<file path="src/rtl/bmem_arbiter.sv">
// Round-robin arbiter sharing one burst-memory port between the I-side and D-side L2 caches.
// Optional performance counters are compiled in when BMEM_ARB_PERF_EN is defined.
module bmem_arbiter #(
    parameter int ADDR_WIDTH = 32,
    parameter int DATA_WIDTH = 64,
    parameter int BURST_LEN  = 16
) (
    input  logic                  clk,
    input  logic                  rst,
    input  logic [ADDR_WIDTH-1:0] i_addr,
    input  logic                  i_read,
    output logic [DATA_WIDTH-1:0] i_rdata,
    output logic                  i_resp,
    input  logic [ADDR_WIDTH-1:0] d_addr,
    input  logic                  d_read,
    input  logic                  d_write,
    input  logic [DATA_WIDTH-1:0] d_wdata,
    output logic                  d_wready,
    output logic [DATA_WIDTH-1:0] d_rdata,
    output logic                  d_resp,
    output logic [ADDR_WIDTH-1:0] bmem_addr,
    output logic                  bmem_read,
    output logic                  bmem_write,
    output logic [DATA_WIDTH-1:0] bmem_wdata,
    input  logic [DATA_WIDTH-1:0] bmem_rdata,
    input  logic                  bmem_resp
);

    localparam int CNT_W = (BURST_LEN > 1) ? $clog2(BURST_LEN) : 1;
    localparam logic [CNT_W-1:0] LAST_BEAT = CNT_W'(BURST_LEN - 1);
    localparam logic OWN_I = 1'b0;
    localparam logic OWN_D = 1'b1;

    typedef enum logic [2:0] {
        IDLE,
        RD_CMD,
        RD_BEATS,
        WR_BEATS,
        WR_ACK
    } state_t;

    state_t                state, state_nxt;
    logic                  owner, owner_nxt;
    logic                  last_grant, last_grant_nxt;
    logic [CNT_W-1:0]      beat_cnt, beat_cnt_nxt;
    logic                  win;
    logic                  i_req, d_req;
    logic                  fwd_i, fwd_d;
    logic [ADDR_WIDTH-1:0] owner_addr;
    logic [ADDR_WIDTH-1:0] addr_hold;
    logic [DATA_WIDTH-1:0] wdata_hold;

    assign i_req      = i_read;
    assign d_req      = d_read | d_write;
    assign owner_addr = (owner == OWN_D) ? d_addr : i_addr;

    always_ff @(posedge clk or negedge rst) begin
        if (!rst) begin
            state      <= IDLE;
            owner      <= OWN_I;
            last_grant <= OWN_I;
            beat_cnt   <= '0;
        end else begin
            state      <= state_nxt;
            owner      <= owner_nxt;
            last_grant <= last_grant_nxt;
            beat_cnt   <= beat_cnt_nxt;
        end
    end

    always_comb begin
        state_nxt      = state;
        owner_nxt      = owner;
        last_grant_nxt = last_grant;
        beat_cnt_nxt   = beat_cnt;
        // On a tie the side not granted last time wins; otherwise the lone requester wins.
        win            = (i_req && d_req) ? ~last_grant : d_req;
        case (state)
            IDLE: begin
                if (i_req || d_req) begin
                    owner_nxt      = win;
                    last_grant_nxt = win;
                    state_nxt      = (win == OWN_D && d_write) ? WR_BEATS : RD_CMD;
                end
            end
            RD_CMD: state_nxt = RD_BEATS;
            RD_BEATS: begin
                if (bmem_resp) begin
                    if (beat_cnt == LAST_BEAT) begin
                        beat_cnt_nxt = '0;
                        state_nxt    = IDLE;
                    end else begin
                        beat_cnt_nxt = beat_cnt + 1'b1;
                    end
                end
            end
            WR_BEATS: begin
                if (beat_cnt == LAST_BEAT) begin
                    beat_cnt_nxt = '0;
                    state_nxt    = WR_ACK;
                end else begin
                    beat_cnt_nxt = beat_cnt + 1'b1;
                end
            end
            WR_ACK: begin
                if (bmem_resp) state_nxt = IDLE;
            end
            default: state_nxt = IDLE;
        endcase
    end

    // Address and write data keep their last driven values between commands.
    always_ff @(posedge clk or negedge rst) begin
        if (!rst) begin
            addr_hold  <= '0;
            wdata_hold <= '0;
        end else begin
            if (state == RD_CMD || state == WR_BEATS) addr_hold <= bmem_addr;
            if (state == WR_BEATS) wdata_hold <= d_wdata;
        end
    end

    always_comb begin
        bmem_addr  = addr_hold;
        bmem_wdata = wdata_hold;
        case (state)
            RD_CMD:   bmem_addr = owner_addr;
            WR_BEATS: begin
                bmem_addr  = d_addr;
                bmem_wdata = d_wdata;
            end
            default: ;
        endcase
    end

    assign bmem_read  = (state == RD_CMD);
    assign bmem_write = (state == WR_BEATS);
    assign d_wready   = (state == WR_BEATS);

    // Read beats pass straight through to the recorded owner only.
    assign fwd_i   = (state == RD_BEATS) && (owner == OWN_I);
    assign fwd_d   = (state == RD_BEATS) && (owner == OWN_D);
    assign i_rdata = fwd_i ? bmem_rdata : '0;
    assign d_rdata = fwd_d ? bmem_rdata : '0;
    assign i_resp  = fwd_i & bmem_resp;
    assign d_resp  = (fwd_d & bmem_resp) | ((state == WR_ACK) & bmem_resp);

`ifdef BMEM_ARB_PERF_EN
    logic [31:0] _perf_countGrantI;
    logic [31:0] _perf_countGrantD;
    logic [31:0] _perf_countConflict;
    logic [31:0] _perf_countBusy;

    always_ff @(posedge clk or negedge rst) begin
        if (!rst) begin
            _perf_countGrantI   <= '0;
            _perf_countGrantD   <= '0;
            _perf_countConflict <= '0;
            _perf_countBusy     <= '0;
        end else begin
            if (state == IDLE && (i_req || d_req)) begin
                if (win == OWN_D) _perf_countGrantD <= _perf_countGrantD + 32'd1;
                else              _perf_countGrantI <= _perf_countGrantI + 32'd1;
            end
            if (state == IDLE && i_req && d_req)
                _perf_countConflict <= _perf_countConflict + 32'd1;
            if (state != IDLE)
                _perf_countBusy <= _perf_countBusy + 32'd1;
        end
    end
`endif

endmodule
</file>
<file path="config.mk">
export PLATFORM = sky130hd
export DESIGN_NAME = bmem_arbiter
export DESIGN_NICKNAME = d
export VERILOG_FILES = /design/src/rtl/bmem_arbiter.sv
export SDC_FILE = /design/constraint.sdc
export NUM_CORES = 1
export LEC_CHECK = 0
export ABC_AREA = 1
export CAP_MARGIN = 40
export CORE_AREA = 2 2 168 170
export DETAILED_ROUTE_END_ITERATION = 6
export DIE_AREA = 0 0 170 172
export GPL_ROUTABILITY_DRIVEN = 1
export REMOVE_ABC_BUFFERS = 1
export SYNTH_ARGS = -nofsm -noshare
export SYNTH_HDL_FRONTEND = slang
export SYNTH_SLANG_ARGS = --single-unit
</file>
<file path="constraint.sdc">
create_clock -name clk -period 2.27 [get_ports clk]
set_input_delay 0.227 -clock clk [delete_from_list [all_inputs] [get_ports clk]]
set_output_delay 0.227 -clock clk [all_outputs]
set_load 0.1 [all_outputs]
</file>
==> flow_summary.toml <==
[logic_synthesis]
ys_ff_latch = 104
yosys_warnings = 0
syn_area_per_cell_um2 = 6.99
syn_area_um2 = 5510
ys_seq_area_frac = 0.472
synth_cells = 788
yosysUniqueCellTypes = 22

[clock_tree]
root_buffer = "clkbuf_16"
cts_num_sinks = 104
clock_latency_ns = 0.36
htreeDepth = 3
cts_buffers = 9
cts_tree = "yes"
clk_pin_slew_ns = 0.09
cts_buffer_depth = 2

[floorplan]
rows = 61
die_w_um = 170
start_util = 0.201
core-area_um2 = 27500
die_h_um = 172
ios = 427
die-area_um2 = 29200

[sta]
period_needed_ns = 2.22
setup_violations = 0
worst_slew_pin_slew_ns = 0.590
slew-limit-headroom = 0.606
clock.fmax_ghz = 0.451
finClkSkew_ns = 0.0187
hold_violations = 0
layout_setup_ws_ns = 0.0513
hold_slack_ns = 0.467
fin_crit_sh = 0.977
rsz0062_at_grt = "true"
slew_viol_final = 0

[placed_design]
gp_congestion = 0.839
dp_slack_ns = 0.233
port_buffers = 426
placed_cell_area_um2 = 12500
dp_hpwl_um = 22100

[hold_path]
min_to = "addr_hold[3]"
holdPathStages = 3
holdCritPathClass = "in2reg"
hp-start = "d_addr[3]"

[routing]
wire_per_inst_um = 18.0
drcViolationCount = 0
vias = 6750
wl_um = 28300
viasPerCell = 4.30
antenna_left = 0
firstDrtPassIters = 4
drtIter0Drc = 342

[setup_path]
criticalPathCategory = "reg2out"
path_max_fanout = 6
arrival_ns = 1.99
required_ns = 2.04
rr_startpoint = "state[2]"
r2r_end = "wdata_hold[55]"
worst_setup_path_end_kind = "output port"
r2r_slack_ns = 0.76
reg2reg_depth = 8
cp-start-kind = "flop"

[grt]
overflow = 0
grt_usage = 0.184
grt_pass1_vias = 6585
grt_antenna_before_repair = 0
grt_max_degree = 105
grt_pass1_wl_um = 40000

[finish]
design_area_um2 = 13300
area_growth_pct = 141
final_core_util = 0.483
final_nets = 1417
drive_gt1_frac = 0.287

[flow_run]
drv_cap = 0

[status]
run_status = "completed"
-- registers in the layout (all words and copies together) (netlist names) --
| signal | flops |
|---|---|
| wdata_hold | 64 |
| addr_hold | 32 |
| beat_cnt | 4 |
| state | 3 |
| last_grant | 1 |
-- cells by family after synthesis --
| family | Yosys count | share of synthesized area |
|---|---|---|
| xor+xnor | 1 | 0.00159 |
| compound gates | 106 | 0.116 |
| flops | 104 | 0.472 |
| buf+inv | 140 | 0.103 |
| simple gates | 436 | 0.304 |
| fa+ha+maj | 1 | 0.00227 |
-- stage by stage --
stage	TNS, ns	instances
after CTS	0	1554
after detailed placement	0	1535
after global routing	-0.406	1569
final	0	1570
after floorplan	-570.73	742
after global placement	0	1535
-- what timing repair did --
item	4_1_cts	5_1_grt
gates cloned	1	2
pin swaps	2	4
setup endpoints to repair	98	133
buffers inserted	1	13
hold buffers	1	0
hold endpoints to repair	96	0
gates resized for setup	14	77
-- critical path, cell delays in order, from the launching register on --
cell and delay, ns:
dfrtp_1 0.40, inv_2 0.09, nand2_4 0.08, nor2_4 0.18, clkinv_4 0.13, buf_4 0.17
o211ai_1 0.36, buf_12 0.23
-- routing by layer --
metal | vias to the layer above | GRT usage | routed length [µm]
li1 | 3298 | - | -
met1 | 3109 | 0.196 | 10200
met2 | 309 | 0.344 | 14800
met3 | 34 | 0.0595 | 2400
met4 | 0 | 0.0617 | 860
met5 | - | 0 | 0
-- placed cells by master (no fill, tap or decap), drive strengths merged --
master,count
a21oi,2
a22o,1
a31oi,16
buf,262
clkbuf,15
clkdlybuf4s50,196
clkinv,4
clkinvlp,1
dfrtp,104
diode,1
dlygate4sd3,1
ha,1
inv,96
nand2,262
nand3,20
nand4,1
nor2,152
nor3,1
o211ai,34
o21ai,52
o31ai,1
xor2,1
-- worst max path at each step --
stage                     cells past startpoint            end      from  slack, ns
after detailed placement                      6  bmem_addr[17]  state[1]       0.23
after floorplan                               5   bmem_addr[0]  state[2]      -3.17
final                                         7   bmem_addr[5]  state[2]       0.05
after CTS                                     8   bmem_addr[7]  state[2]      0.009
after global placement                        6   bmem_addr[6]  state[1]       0.26
after global routing                          7   bmem_addr[1]  state[2]      -0.08
-- layout make-up --
cell class	count	area [µm²]
timing repair buffer	465	7070
tap	346	433
sequential	104	2610
clock inverter	7	70.1
multi-input combinational	544	2510
antenna	1	2.50
fill	2605	14200
clock buffer	9	225
inverter	94	360
-- cell usage after synthesis (all sizes together) --
master / n / area [µm²]
nand2: 262 / 986
nor2: 152 / 581
dfrtp: 104 / 2600
inv: 94 / 353
o21ai: 52 / 260
o211ai: 34 / 255
buf: 28 / 148
nand3: 20 / 100
clkbuf: 18 / 67.6
a31oi: 16 / 100
a21oi: 2 / 10.0
a22o: 1 / 8.76
ha: 1 / 12.5
nand4: 1 / 6.26
nor3: 1 / 5.00
o31ai: 1 / 7.51
xor2: 1 / 8.76
Power is not shown: default switching activity piles up to over one toggle a cycle in this logic, so the estimate is an artifact.
